File: src/rtl/lvda_pkg.sv
// lvda_pkg
//   Shared definitions for the LVDA PIO address path.
//   - pio_state_e    : receive/hold FSM states
//   - LVDA_ADDR_BITS : default serial address width
//   - BIT_CNT_W      : width of the serial bit counter
//   - HOLD_CNT_W     : width of the ADV hold counter
package lvda_pkg;

  typedef enum logic [2:0] {
    ST_IDLE   = 3'd0,
    ST_SHIFT  = 3'd1,
    ST_PARITY = 3'd2,
    ST_LOAD   = 3'd3,
    ST_HOLD   = 3'd4
  } pio_state_e;

  localparam int LVDA_ADDR_BITS = 9;
  localparam int BIT_CNT_W      = 4;
  localparam int HOLD_CNT_W     = 4;

endpackage

File: src/rtl/pio_bit_counter.sv
// pio_bit_counter
//   Loadable up/down counter with a terminal-count flag. Used once as the
//   serial bit counter (counting up) and once as the ADV hold counter
//   (counting down).
//   Ports:
//     clk_i      clock, rising edge
//     rst_i      synchronous active-high reset (count -> 0)
//     load_i     load load_val_i (wins over en_i)
//     load_val_i value to load
//     en_i       step the counter by one
//     down_i     step direction: 1 = decrement, 0 = increment
//     tc_val_i   terminal value to compare against
//     tc_o       high while the count equals tc_val_i
module pio_bit_counter #(
  parameter int W = 4
) (
  input  logic         clk_i,
  input  logic         rst_i,
  input  logic         load_i,
  input  logic [W-1:0] load_val_i,
  input  logic         en_i,
  input  logic         down_i,
  input  logic [W-1:0] tc_val_i,
  output logic         tc_o
);

  logic [W-1:0] cnt_q;
  logic [W-1:0] cnt_d;

  always_comb begin
    cnt_d = cnt_q;
    if (load_i) begin
      cnt_d = load_val_i;
    end else if (en_i) begin
      cnt_d = down_i ? (cnt_q - W'(1)) : (cnt_q + W'(1));
    end
  end

  always_ff @(posedge clk_i) begin
    if (rst_i) begin
      cnt_q <= '0;
    end else begin
      cnt_q <= cnt_d;
    end
  end

  assign tc_o = (cnt_q == tc_val_i);

endmodule

File: src/rtl/pio_address_shift_register.sv
// pio_address_shift_register
//   Receives the serial PIO address word (MSB first, one bit per BSTB),
//   presents it as true/complement parallel levels and raises ADV for
//   HOLD_CYCLES clocks after each good frame.
//   Optional feature macro: LVDA_PIO_PARITY_CHECK_EN adds a trailing
//   odd-parity bit and the PERR pulse; undefined, PERR is tied low.
//   Ports:
//     SIM_CLK  clock, rising edge
//     SIM_RST  synchronous active-high reset
//     ASER     serial data, sampled when BSTB=1
//     BSTB     bit-time strobe
//     AFRM     frame start, qualifies bit 1 together with BSTB
//     ADR      held address, true form (MSB = bit 1)
//     ADRN     complement of ADR
//     ADV      address-valid window
//     PERR     one-cycle parity-error pulse
//   Handshake: there is no back-pressure. A bit is transferred in every
//   cycle where BSTB=1; AFRM&BSTB always restarts the frame from any state
//   that is collecting bits or holding ADV.
module pio_address_shift_register
  import lvda_pkg::*;
#(
  parameter int ADDR_BITS   = LVDA_ADDR_BITS,
  parameter int HOLD_CYCLES = 4
) (
  input  logic                 SIM_CLK,
  input  logic                 SIM_RST,
  input  logic                 ASER,
  input  logic                 BSTB,
  input  logic                 AFRM,
  output logic [ADDR_BITS-1:0] ADR,
  output logic [ADDR_BITS-1:0] ADRN,
  output logic                 ADV,
  output logic                 PERR
);

  pio_state_e state_q, state_d;
  logic [ADDR_BITS-1:0] shreg_q, shreg_d;
  logic [ADDR_BITS-1:0] adr_q, adr_d;

  logic frame_start;
  logic bc_load, bc_en, bc_tc;
  logic hc_load, hc_en, hc_tc;

`ifdef LVDA_PIO_PARITY_CHECK_EN
  logic perr_q, perr_d;
  logic parity_ok;
  // Odd parity over the address word plus the parity bit on ASER.
  assign parity_ok = ^{shreg_q, ASER};
`endif

  assign frame_start = AFRM & BSTB;

  // Bit counter: bc_tc marks the last address bit still to come.
  pio_bit_counter #(.W(BIT_CNT_W)) u_bit_cnt (
    .clk_i      (SIM_CLK),
    .rst_i      (SIM_RST),
    .load_i     (bc_load),
    .load_val_i (BIT_CNT_W'(1)),
    .en_i       (bc_en),
    .down_i     (1'b0),
    .tc_val_i   (BIT_CNT_W'(ADDR_BITS - 1)),
    .tc_o       (bc_tc)
  );

  // Hold counter: leaving HOLD as it steps from 1 to 0 gives exactly
  // HOLD_CYCLES cycles of ADV.
  pio_bit_counter #(.W(HOLD_CNT_W)) u_hold_cnt (
    .clk_i      (SIM_CLK),
    .rst_i      (SIM_RST),
    .load_i     (hc_load),
    .load_val_i (HOLD_CNT_W'(HOLD_CYCLES)),
    .en_i       (hc_en),
    .down_i     (1'b1),
    .tc_val_i   (HOLD_CNT_W'(1)),
    .tc_o       (hc_tc)
  );

  always_comb begin
    state_d = state_q;
    shreg_d = shreg_q;
    adr_d   = adr_q;
    bc_load = 1'b0;
    bc_en   = 1'b0;
    hc_load = 1'b0;
    hc_en   = 1'b0;
`ifdef LVDA_PIO_PARITY_CHECK_EN
    perr_d  = 1'b0;
`endif

    unique case (state_q)
      ST_IDLE: begin
        if (frame_start) begin
          shreg_d    = '0;
          shreg_d[0] = ASER;
          bc_load    = 1'b1;
          state_d    = ST_SHIFT;
        end
      end

      ST_SHIFT: begin
        if (frame_start) begin
          shreg_d    = '0;
          shreg_d[0] = ASER;
          bc_load    = 1'b1;
        end else if (BSTB) begin
          shreg_d = {shreg_q[ADDR_BITS-2:0], ASER};
          bc_en   = 1'b1;
          if (bc_tc) begin
`ifdef LVDA_PIO_PARITY_CHECK_EN
            state_d = ST_PARITY;
`else
            state_d = ST_LOAD;
`endif
          end
        end
      end

      ST_PARITY: begin
`ifdef LVDA_PIO_PARITY_CHECK_EN
        if (frame_start) begin
          shreg_d    = '0;
          shreg_d[0] = ASER;
          bc_load    = 1'b1;
          state_d    = ST_SHIFT;
        end else if (BSTB) begin
          if (parity_ok) begin
            state_d = ST_LOAD;
          end else begin
            perr_d  = 1'b1;
            state_d = ST_IDLE;
          end
        end
`else
        state_d = ST_IDLE;
`endif
      end

      ST_LOAD: begin
        adr_d   = shreg_q;
        hc_load = 1'b1;
        state_d = ST_HOLD;
      end

      ST_HOLD: begin
        if (frame_start) begin
          shreg_d    = '0;
          shreg_d[0] = ASER;
          bc_load    = 1'b1;
          state_d    = ST_SHIFT;
        end else begin
          hc_en = 1'b1;
          if (hc_tc) begin
            state_d = ST_IDLE;
          end
        end
      end

      default: state_d = ST_IDLE;
    endcase
  end

  always_ff @(posedge SIM_CLK) begin
    if (SIM_RST) begin
      state_q <= ST_IDLE;
      shreg_q <= '0;
      adr_q   <= '0;
`ifdef LVDA_PIO_PARITY_CHECK_EN
      perr_q  <= 1'b0;
`endif
    end else begin
      state_q <= state_d;
      shreg_q <= shreg_d;
      adr_q   <= adr_d;
`ifdef LVDA_PIO_PARITY_CHECK_EN
      perr_q  <= perr_d;
`endif
    end
  end

  assign ADR  = adr_q;
  assign ADRN = ~adr_q;
  // ADV is a pure decode of the state register, so it changes on the same
  // edge as ADR.
  assign ADV  = (state_q == ST_HOLD);

`ifdef LVDA_PIO_PARITY_CHECK_EN
  assign PERR = perr_q;
`else
  assign PERR = 1'b0;
`endif

endmodule

File: config.mk
export PLATFORM = sky130hd
export DESIGN_NAME = pio_address_shift_register
export DESIGN_NICKNAME = d
export VERILOG_FILES = /design/src/rtl/lvda_pkg.sv /design/src/rtl/pio_bit_counter.sv /design/src/rtl/pio_address_shift_register.sv
export SDC_FILE = /design/constraint.sdc
export NUM_CORES = 1
export LEC_CHECK = 0
export CAP_MARGIN = 20
export CORE_MARGIN = 2
export CORE_UTILIZATION = 43
export DETAILED_ROUTE_END_ITERATION = 8
export HOLD_SLACK_MARGIN = 0.03
export PLACE_DENSITY = 0.62
export SYNTH_ARGS = -nofsm -noshare
export SYNTH_HDL_FRONTEND = slang
export SYNTH_HIERARCHICAL = 1
export SYNTH_SLANG_ARGS = --single-unit
export TNS_END_PERCENT = 10
File: constraint.sdc
create_clock -name SIM_CLK -period 2.34 [get_ports SIM_CLK]
set_clock_uncertainty 0.15 [all_clocks]
set_input_delay 0.351 -clock SIM_CLK [delete_from_list [all_inputs] [get_ports SIM_CLK]]
set_output_delay 0.351 -clock SIM_CLK [all_outputs]
set_load 0.1 [all_outputs]
==> metrics.cfg, run 1 <==
[floorplan]
floorplan.initialDensity_pct=45.4
io_pins=25
die-width_um=63.8
die_h_um=63.8
die_area_um2=4070
core_um2=3390
row_count=21

[routing]
drc=0
wl_mm=2.83
firstDrtPassIters=4
drt-initial-drc-count=35
ant_nets=0
wire_per_inst_um=10.9
vias_per_cell=4.64
vias=1207

[flow_run]
max-cap-violations=0

[min_path]
hold_end=shreg_q[0]
worstHoldStart=shreg_q[0]
hold_depth=2
min_path_type=reg -> reg

[cts]
htreeDepth=2
insertion_delay_ns=0.33
cts_buffers=5
clk_pin_slew_ns=0.10
cts.path.max_buffers=2
ctsRootBufferMaster=clkbuf_4
cts_hold_buf=0
cts_tree=built
cts.sinks=29
ctsResizeCount=0
post_cts_buffers=0

[synth]
yosysWarnings=6
syn_avg_cell_area_um2=9.50
synth_seq_cells=29
yosysTopAreaCell=dfxtp_1
syn_inst=162
ys_types=35
synthTopCellsByArea=dfxtp_1 38%, mux2i_1 7.8%, xor2_1 6.8%, a32o_2 5.9%, inv_1 5.1%
synth_area_um2=1540
yosysSeqAreaShare_pct=37.7
yosysTopAreaCellShare_pct=37.7

[sta]
max_slew.worst_pin.slew_ns=0.526
slew_viol_final=0
final_hold_viol_count=0
min_period_over_period_pct=80.3
finalCriticalPeriod_ns=1.88
fin_tns_setup_ns=0
setup_viol=0
slew_headroom_pct=64.6
maxClockFrequency_mhz=532
grt_setup_unrepaired=no

[cells_and_area]
final_core_util_pct=57.8
area_growth_pct=27.4
layout_commonest_cell=dfxtp_1
finalNetCount=224
final_cell_mix=29 x dfxtp_1, 25 x conb_1, 22 x buf_4, 21 x inv_1, 13 x nor2_1
insertedDiodeCount=0
num-fill-cells=321
layout-drive-gt1-share_pct=21.0

[critical_path]
critPathSlowestCell=clkdlybuf4s50_1
slowest_delay_ns=0.59
reg2reg_to=u_bit_cnt/cnt_q[3]
path_cells=clkdlybuf4s50_1 > inv_1 > a211oi_1 > nand2b_4 > nor3b_1 > a311o_1
path_delay_family=compound AO/OA/AOI/OAI gates
cp-end-kind=register
rr_worst_depth=5
required_ns=2.42
path_buf_inv=2
rr_startpoint=state_q[1]
reg2reg_setup_slack_ns=0.55
cp-start-kind=input pin
path_max_fanout=5
path_class=in -> reg
critical_path_arrival_ns=1.96

[place]
dp_hpwl_mm=2.14
numPortBuffers=23
gp_congestion=0.739

[global_route]
grtUsageTotal_pct=16.0
grt_max_degree=26
grt.overflow.total=0
grt_pass1_vias=1196
antenna_found_initial=0
grt_pass1_wl_mm=5.04

[power_and_ir_drop]
power.density_nw_per_um2=535
peakVddDrop_mv=0.413
p_leak_nw=0.932

[outcome]
status=finished clean

## final cells by class
cell class | instances | area (um^2) | share of cell area, %
Tap cell | 46 | 57.6 | 2.94
Clock inverter | 2 | 37.5 | 1.91
Inverter | 22 | 82.6 | 4.21
Multi-Input combinational cell | 128 | 926 | 47.2
Clock buffer | 6 | 51.3 | 2.62
Timing Repair Buffer | 27 | 225 | 11.5
Sequential cell | 29 | 581 | 29.6
## sequential cells by signal, indices dropped and copies added (netlist names)
name and flops:
ADR 9, shreg_q 9, u_bit_cnt/cnt_q 4, u_hold_cnt/cnt_q 4, state_q 3
## metal layers
layer / vias up / global-route usage (%) / wire (um)
met5: - / 0 / 0
met3: 7 / 3.70 / 125
met1: 538 / 18.4 / 1240
met4: 0 / 8.15 / 68
li1: 633 / - / -
met2: 29 / 27.5 / 1390
## power breakdown
group	leakage, nW	switching (mW)	internal [mW]	total (mW)
sequential	0.234	0.00896	0.500	0.509
combinational	0.653	0.0597	0.0414	0.101
clock	0.0445	0.185	0.254	0.439
total	0.932	0.254	0.795	1.05
## worst reg2reg max path, delay by kind of cell (launching register included)
family	cells	cell delay [ns]
DFF	1	0.37
and+or+nand+nor	3	0.49
AOI/OAI and AO/OA	2	0.68
## worst max path at each step
stage	from	endpoint	slack (ns)	cells past startpoint
2_1_floorplan	state_q[0]	u_hold_cnt/cnt_q[3]	0.01	5
3_3_place_gp	AFRM	u_bit_cnt/cnt_q[3]	0.18	6
3_5_place_dp	AFRM	u_bit_cnt/cnt_q[3]	0.14	6
4_1_cts	AFRM	u_bit_cnt/cnt_q[3]	0.46	6
5_1_grt	AFRM	u_bit_cnt/cnt_q[3]	0.40	6
6_report	AFRM	u_bit_cnt/cnt_q[3]	0.46	6
## cell usage after synthesis (all sizes together)
library cell,number
a211oi,1
dfxtp,29
buf,5
nand2b,5
fa,2
a21o,1
and2,2
nor2,13
or3b,2
xnor2,2
mux2i,12
conb,2
inv,21
a2111oi,2
nor4,3
nor3b,3
nor3,2
ha,4
nand3,2
clkinv,1
xor2,12
a311o,2
a221oi,2
nand3b,2
o21a,1
nand2,9
a211o,2
a32o,8
a21oi,9
clkbuf,1
## through the flow
step / hold slack (ns) / setup WS (ns) / cell area, um^2 / total power, mW / instances
5_1_grt: 0.365 / 0.404 / 1960 / 1.10 / 260
4_1_cts: 0.348 / 0.456 / 1960 / 1.06 / 260
2_1_floorplan: 0.270 / 0.0139 / 1640 / 0.595 / 185
6_report: 0.343 / 0.462 / 1960 / 1.05 / 260
3_5_place_dp: 0.335 / 0.142 / 1870 / 0.621 / 252
3_3_place_gp: 0.327 / 0.179 / 1870 / 0.617 / 252
## cell families (layout without fill, tap and decap cells)
group / count (synthesis) / after routing / share of synthesized area, %
AOI/OAI and AO/OA: 28 / 28 / 15.1
xor gates and xnor gates: 14 / 14 / 7.97
adders and majority gates: 6 / 6 / 5.85
buffers and inverters: 28 / 57 / 8.62
DFF: 29 / 29 / 37.7
muxes: 12 / 12 / 7.81
other: 2 / 25 / 0.488
and+or+nand+nor: 43 / 43 / 16.4
(Power assumes the default switching activity.)
==> run 2: changes to the inputs <==
Clock period 2.34 ns to 2 ns, I/O delays scaled along.
==> run 2 against run 1 <==
Clock-buffer cell count unchanged. Hold slack improved by 0.0018 ns. Sequential power grew 17%. Global-route usage shrank 0.14 points. Clock power down 23%. Setup slack got worse by 0.17 ns. Design area rose by 0.70%. Register-to-register slack worse by 0.23 ns.
==> metrics.cfg, run 2 (synthesized netlist as in run 1, its figures left out) <==
[cells_and_area]
final_cell_mix=28 x dfxtp_1, 26 x buf_4, 25 x conb_1, 21 x inv_1, 13 x nor2_1
layout-drive-gt1-share_pct=22.8  ; +1.8 points
finalNetCount=229  ; +2.2%
layout_commonest_cell=dfxtp_1
final_core_util_pct=58.3  ; +0.41 points
insertedDiodeCount=0  ; unchanged
area_growth_pct=28.3
final_cells=265  ; +1.9%

[critical_path]
crit_top_cell=buf_4
path_buf_inv=3  ; +1
critical_path_arrival_ns=1.83  ; -0.13 ns
critPathSlowestCell=clkdlybuf4s50_1
slowest_delay_ns=0.45  ; -0.14 ns
required_ns=2.12  ; -0.30 ns
cp-start-kind=input pin
crit_start=AFRM
rr_startpoint=state_q[1]
path_max_fanout=4  ; -1
path_class=in -> reg
path_delay_family=buffers and inverters
path_cells=clkdlybuf4s50_1 > buf_4 > nor3_1 > buf_4 > nand2b_4 > a2111oi_1 > a311o_1
cp-end-kind=register

[min_path]
min_path_type=reg -> reg
worstHoldStart=shreg_q[0]

[outcome]
status=finished clean

[sta]
final_hold_viol_count=0  ; unchanged
min_period_over_period_pct=85.6
maxClockFrequency_mhz=584
grt_setup_unrepaired=no
finalCriticalPeriod_ns=1.71
slew_headroom_pct=65.8  ; +1.2 points
slew_viol_final=0  ; unchanged
fin_ws_ns=0.288  ; -0.174 ns
max_slew.worst_pin.slew_ns=0.509  ; -0.0175 ns
setup_viol=0  ; unchanged

[place]
place_ws_ns=-0.0561  ; -0.198 ns
dp.cells=257  ; +2.0%
dp_hpwl_mm=2.21  ; +3.1%
numPortBuffers=23  ; unchanged
gp_congestion=0.727  ; -1.7%

[cts]
ctsResizeCount=0  ; unchanged
post_cts_buffers=0  ; unchanged
cts.sinks=29  ; unchanged
cts_hold_buf=0  ; unchanged
htreeDepth=2  ; unchanged
insertion_delay_ns=0.32  ; about the same
clk_pin_slew_ns=0.10  ; about the same
cts_tree=built
ctsRootBufferMaster=clkbuf_4
cts.path.max_buffers=2  ; unchanged
cts_buffers=5  ; unchanged

[routing]
drc=0  ; unchanged
vias_per_cell=4.60  ; -0.91%
wire_per_inst_um=10.9  ; -0.33%
firstDrtPassIters=4  ; unchanged
ant_nets=0  ; unchanged
wl_mm=2.88  ; +1.6%
drt-initial-drc-count=66  ; +89%
vias=1219  ; +0.99%

[power_and_ir_drop]
peakVddDrop_mv=0.383  ; -7.1%
p_leak_nw=0.947  ; +1.7%
power.density_nw_per_um2=535  ; about the same

[global_route]
grt_pass1_vias=1159  ; -3.1%
antenna_found_initial=0  ; unchanged
grt.overflow.total=0  ; unchanged
grt_max_degree=26  ; unchanged
grt_pass1_wl_mm=5.09  ; +0.97%
grtUsageTotal_pct=15.8  ; -0.14 points

[floorplan]
io_pins=25  ; unchanged
die-width_um=63.8  ; unchanged
die_area_um2=4070  ; unchanged
die_h_um=63.8  ; unchanged
core_um2=3390  ; unchanged
floorplan.initialDensity_pct=45.4  ; unchanged
row_count=21  ; unchanged

[flow_run]
max-cap-violations=0  ; unchanged

[run 2: cell types whose count changed in the layout (fill, tap and decap cells not counted)]
cell,change
clkbuf_1,+1
clkinvlp_4,-1
clkbuf_8,-1
buf_12,+1
clkinv_2,+2
dfxtp_2,+1
dfxtp_1,-1
buf_4,+4
bufinv_16,-1
[run 2: power by group]
| group | internal, mW | switching, mW |
|---|---|---|
| Sequential | 0.586 | 0.0108 |
| Combinational | 0.0523 | 0.0696 |
| Clock | 0.134 | 0.204 |
[run 2: final cells by class]
cell class              instances  area, um^2
clock buffers                   6        41.3
clock inverters                 2        10.0
fillers                       317        1420
inverters                      22        82.6
multi-input cells             128         926
flip-flops and latches         29         582
well taps                      46        57.6
repair buffers                 32         275
[run 2: through the flow]
stage / hold slack (ns) / area (um^2) / power [mW] / setup TNS [ns]
6_report: 0.344 / 1970 / 1.06 / 0
5_1_grt: 0.378 / 1970 / 1.12 / 0
3_5_place_dp: 0.336 / 1920 / 0.731 / -0.0561
4_1_cts: 0.349 / 1970 / 1.06 / 0
3_3_place_gp: 0.319 / 1920 / 0.727 / 0
2_1_floorplan: 0.219 / 1640 / 0.697 / -1.36
[run 2: tightest hold or removal path: stages, from the launching register on]
cell and delay, ns:
dfxtp_1 0.34, nand2_1 0.06, mux2i_1 0.05
[run 2: layer usage]
metal,GRT usage [%],up-vias,part of all wire (%)
met5,0,-,0
met3,5.28,5,4.6
met4,6.25,0,0.97
li1,-,645,-
met1,19.6,544,48
met2,25.3,25,46
[run 2: final timing paths]
kind / slack [ns] / end / depth (start not counted)
worst max-delay path: 0.29 / u_bit_cnt/cnt_q[3] / 7
worst min-delay path: 0.34 / shreg_q[0] / 2
worst max register to register: 0.32 / u_bit_cnt/cnt_q[3] / 5
worst min register to register: 0.34 / shreg_q[0] / 2
